--- src/rtl/mem_port_arbiter.sv ---
// Round-robin arbiter sharing one memory port between instruction fetch (I) and
// load/store (D), with a single outstanding transaction and owner-routed responses.
//
// state | meaning
// ------+-------------------------------------------------------------
// IDLE  | no transaction outstanding; winner may be offered to memory
// WAIT  | one transaction accepted; waiting for m_rsp_valid
module mem_port_arbiter #(
    parameter int ADDR_WIDTH = 32,
    parameter int DATA_WIDTH = 32
) (
    input  logic                    clk,
    input  logic                    rst_n,

    input  logic                    i_req_valid,
    output logic                    i_req_ready,
    input  logic [ADDR_WIDTH-1:0]   i_address,
    output logic                    i_rsp_valid,
    output logic [DATA_WIDTH-1:0]   i_rsp_data,

    input  logic                    d_req_valid,
    output logic                    d_req_ready,
    input  logic [ADDR_WIDTH-1:0]   d_address,
    input  logic                    d_write_enable,
    input  logic [DATA_WIDTH/8-1:0] d_byte_enable,
    input  logic [DATA_WIDTH-1:0]   d_write_data,
    output logic                    d_rsp_valid,
    output logic [DATA_WIDTH-1:0]   d_rsp_data,

    output logic                    m_req_valid,
    input  logic                    m_req_ready,
    output logic [ADDR_WIDTH-1:0]   m_address,
    output logic                    m_write_enable,
    output logic [DATA_WIDTH/8-1:0] m_byte_enable,
    output logic [DATA_WIDTH-1:0]   m_write_data,
    input  logic                    m_rsp_valid,
    input  logic [DATA_WIDTH-1:0]   m_rsp_data
);

    typedef enum logic {IDLE, WAIT} state_t;
    typedef enum logic {SEL_I, SEL_D} sel_t;

    state_t state, state_next;
    sel_t   owner, lock_owner, last_grant, winner;
    logic   lock;
    logic   handshake;

    // A stalled offer pins the winner so the memory sees a stable request.
    always_comb begin
        if (lock) begin
            winner = lock_owner;
        end else if (i_req_valid && d_req_valid) begin
            winner = (last_grant == SEL_I) ? SEL_D : SEL_I;
        end else if (d_req_valid) begin
            winner = SEL_D;
        end else begin
            winner = SEL_I;
        end
    end

    always_comb begin
        state_next     = state;
        m_req_valid    = 1'b0;
        handshake      = 1'b0;
        i_req_ready    = 1'b0;
        d_req_ready    = 1'b0;
        i_rsp_valid    = 1'b0;
        d_rsp_valid    = 1'b0;
        m_address      = (winner == SEL_D) ? d_address : i_address;
        m_write_enable = (winner == SEL_D) && d_write_enable;
        m_byte_enable  = (winner == SEL_D) ? d_byte_enable : '0;
        m_write_data   = (winner == SEL_D) ? d_write_data : '0;
        i_rsp_data     = m_rsp_data;
        d_rsp_data     = m_rsp_data;
        case (state)
            IDLE: begin
                m_req_valid = rst_n && (i_req_valid || d_req_valid);
                handshake   = m_req_valid && m_req_ready;
                i_req_ready = handshake && (winner == SEL_I);
                d_req_ready = handshake && (winner == SEL_D);
                if (handshake) begin
                    state_next = WAIT;
                end
            end
            WAIT: begin
                i_rsp_valid = rst_n && m_rsp_valid && (owner == SEL_I);
                d_rsp_valid = rst_n && m_rsp_valid && (owner == SEL_D);
                if (m_rsp_valid) begin
                    state_next = IDLE;
                end
            end
            default: state_next = IDLE;
        endcase
    end

    always_ff @(posedge clk) begin
        if (!rst_n) begin
            state      <= IDLE;
            owner      <= SEL_I;
            lock       <= 1'b0;
            lock_owner <= SEL_I;
            last_grant <= SEL_D;
        end else begin
            state <= state_next;
            if (handshake) begin
                owner      <= winner;
                last_grant <= winner;
                lock       <= 1'b0;
            end else if (m_req_valid) begin
                lock       <= 1'b1;
                lock_owner <= winner;
            end
        end
    end

endmodule

--- config.mk ---
export PLATFORM = sky130hd
export DESIGN_NAME = mem_port_arbiter
export DESIGN_NICKNAME = d
export VERILOG_FILES = /design/src/rtl/mem_port_arbiter.sv
export SDC_FILE = /design/constraint.sdc
export NUM_CORES = 1
export LEC_CHECK = 0
export ABC_AREA = 1
export CAP_MARGIN = 15
export CORE_AREA = 2 2 107 109
export CTS_CLUSTER_DIAMETER = 100
export DETAILED_ROUTE_END_ITERATION = 12
export DIE_AREA = 0 0 109 111
export HOLD_SLACK_MARGIN = 0.05
export PLACE_DENSITY = 0.63
export SETUP_SLACK_MARGIN = 0.5
export SLEW_MARGIN = 30
export SYNTH_ARGS = -nofsm -noshare
export SYNTH_HDL_FRONTEND = slang
export SYNTH_SLANG_ARGS = --single-unit
--- constraint.sdc ---
create_clock -name clk -period 3.2 [get_ports clk]
set_input_delay 0.32 -clock clk [delete_from_list [all_inputs] [get_ports clk]]
set_output_delay 0.32 -clock clk [all_outputs]
set_load 0.03 [all_outputs]
==> metrics.md <==
| Metric | Value |
|---|---|
| Total congestion overflow | `0` |
| Final instance area | `3020 um^2` |
| Vias per cell | `3.52` |
| Gr usage total | `8.87%` |
| Ys Warns | `0` |
| Final Hold Vio Count | `0` |
| Finish-stage setup viols | `0` |
| Synth Instances | `287` |
| Critical path's top delay family | `buffers and inverters` |
| FP Rows | `39` |
| Synth Cell Area | `1530 um^2` |
| CP arrival | `2.26 ns` |
| R2R depth | `5` |
| Bufs on Longest Clock Path | `2` |
| Setup Fix Bufs, Post-CTS | `0` |
| Cell taking the most area after synthesis | `buf_4` |
| Crit Path Max Fanout | `33` |
| Max-cap violations | `0` |
| Skew-Pair Late Insertion Delay | `0.23 ns` |
| RR Endpoint | `owner` |
| Tcrit/Tclk final | `80.7%` |
| Hold Crit Endpoint | `lock` |
| Cell Count, Final, Fillers Out | `544` |
| Most frequent cells in the layout | `142 x clkdlybuf4s50_1, 108 x nand2_1, 44 x inv_1` |
| H-tree levels | `1` |
| Initial antenna violation count | `1` |
| Final Max Tran Viols | `0` |
| Status | `finished, final reports clean` |
| CTS tree | `built` |
| Die width | `109 um` |
| Setup CP Type | `input port to primary output` |
| Register area share after synthesis | `6.54%` |
| CTS sink cnt | `5` |
| Syn Area/Cell | `5.34 um^2` |
| Slew headroom | `76.8%` |
| Placed Cells | `540` |
| Share of cells above drive strength 1 | `14.5%` |
| Vias | `1,915` |
| Ranking of synthesized cells by area | `buf_4 31%, nand2_1 26%, inv_1 11%` |
| Total Nets Final | `541` |
| Die ar. | `12,100 um^2` |
| Post-DP HPWL | `5150 um` |
| Diode count | `0` |
| Critical path endpoint category | `primary output` |
| Post-route DRC violation count | `0` |
| Min Tclk post-route | `2.58 ns` |
| Hold_buf cts | `0` |
| Wire per inst | `11.1 um` |
| FILL cells | `1,192` |
| Leakage power | `1.58 nW` |
| Antenna-violating nets left | `0` |
| Synth cell types | `16` |
| Hold Crit Start | `lock` |
| CTS clock-pin slew for the worst setup and hold paths | `0.04 ns` |
| CP max stage delay | `0.68 ns` |
| Final clock skew | `0.00356 ns` |
| Actual slew at the worst max-slew pin | `0.349 ns` |
| Area share of the leading cell type in the synthesized netlist | `31.4%` |
| Routability cong. | `0.656` |
| PD cells | `282 nW/um^2` |
| Most common cell after layout, fill and taps aside | `clkdlybuf4s50_1` |
| Core area | `11,100 um^2` |
| Hold path depth | `2` |
| Synth-to-layout area growth | `97.3%` |
| Placed Area | `2930 um^2` |
| R2R Setup Slk | `2.20 ns` |
| VDD IR-drop max | `0.365 mV` |
| Total CTS buffers | `3` |
| Initial Utilization | `13.8%` |
| # IOs | `277` |
| #FFs+latches synth | `5` |
| Net Count, Synth | `426` |
| Largest net degree at the start of global routing | `34` |
| Initial DRC count | `62` |
| HP Class | `flop to flop` |
| Reg2reg start | `last_grant` |
| WP buf/inv | `4` |
| F_max | `387 MHz` |
| Die H | `111 um` |
| Most used cell along the critical path | `clkdlybuf4s50_1` |
| CP Cell Sequence | `clkdlybuf4s50_1 > nand3_2 > nand2_4 > inv_2 > buf_4 > nor2_1 > clkdlybuf4s50_1` |
| Slowest CP cell | `clkdlybuf4s50_1` |
| Vias in the first global route | `1,743` |
| Post-Route Utilization | `27.3%` |
| RSZ-0062 raised after global routing | `yes` |
| Global-route wire length before repair | `8580 um` |
| Total Neg Setup Slack | `0 ns` |
| Critical Path RT | `2.88 ns` |
| Startpoint Class | `input port` |
| Pre-antenna DRT Iters | `4` |
| Clock root buffer | `clkbuf_16` |
| Final wirelength | `6030 um` |
| PortBufs | `180` |
==> tightest hold or removal path, stage by stage (launching register included) <==
cell and delay [ns]:
dfxtp_1 0.31, inv_2 0.06, a21oi_1 0.05
==> state kept, by name (all words and copies together) (netlist names) <==
signal and cells:
state 1, lock_owner 1, owner 1, last_grant 1, lock 1
==> per-layer routing <==
| layer | up-vias | share of wire [%] | global-route usage (%) |
|---|---|---|---|
| met5 | - | 0.22 | 0 |
| met4 | 2 | 1.8 | 2.31 |
| met1 | 793 | 34 | 8.66 |
| met3 | 19 | 14 | 4.53 |
| met2 | 123 | 49 | 16.2 |
| li1 | 978 | - | - |
==> Yosys cell counts <==
library cell / count
nand2_4: 1
inv_1: 44
nor2_1: 34
nor2_4: 10
nand3_1: 3
inv_2: 3
nor2_2: 1
buf_2: 8
dfxtp_1: 5
nand3_2: 2
buf_8: 1
nand2_1: 108
buf_4: 64
a21oi_1: 1
buf_6: 1
o21ai_0: 1
==> report_power, final <==
part           total [mW]  switching [mW]  internal, mW  leakage, nW
combinational       0.575           0.308         0.267         1.50
clock               0.206          0.0422         0.163       0.0409
sequential         0.0703         0.00282        0.0675       0.0412
==> what timing repair did <==
action	in CTS	in global routing
endpoints found under the setup margin	0	14
hold endpoints to repair	0	0
resized for setup	0	6
==> metrics by stage <==
step	setup slack, ns	power (mW)	hold slack [ns]
3_3_place_gp	0.573	0.645	0.472
6_report	0.618	0.851	0.465
5_1_grt	0.491	0.897	0.496
3_5_place_dp	0.552	0.652	0.467
2_1_floorplan	1.70	0.512	0.404
4_1_cts	0.549	0.861	0.473
==> worst max path at each step <==
stage                     start          endpoint  slack [ns]  cells past startpoint
detailed placement  i_req_valid  m_write_data[18]        0.55                      8
global placement    i_req_valid  m_write_data[18]        0.57                      8
global route        d_req_valid   m_write_data[2]        0.49                      7
finish              d_req_valid   m_write_data[8]        0.62                      7
CTS                 i_req_valid  m_write_data[18]        0.55                      8
floorplan           i_req_valid  m_byte_enable[0]        1.70                      6
==> cell families after synthesis <==
family | share of synthesized area (%)
buffers and inverters | 47.2
and+or+nand+nor | 45.6
DFF | 6.54
AOI/OAI and AO/OA | 0.653
==> area by class of cell <==
cell class	instances	area, um^2	area share, %
Clock buffer	3	75.1	2.48
Clock inverter	1	5.00	0.166
Inverter	47	176	5.84
Multi-Input combinational cell	161	708	23.4
Sequential cell	5	100	3.31
Tap cell	143	179	5.92
Timing Repair Buffer	184	1780	58.8
(Power assumes the default switching activity.)
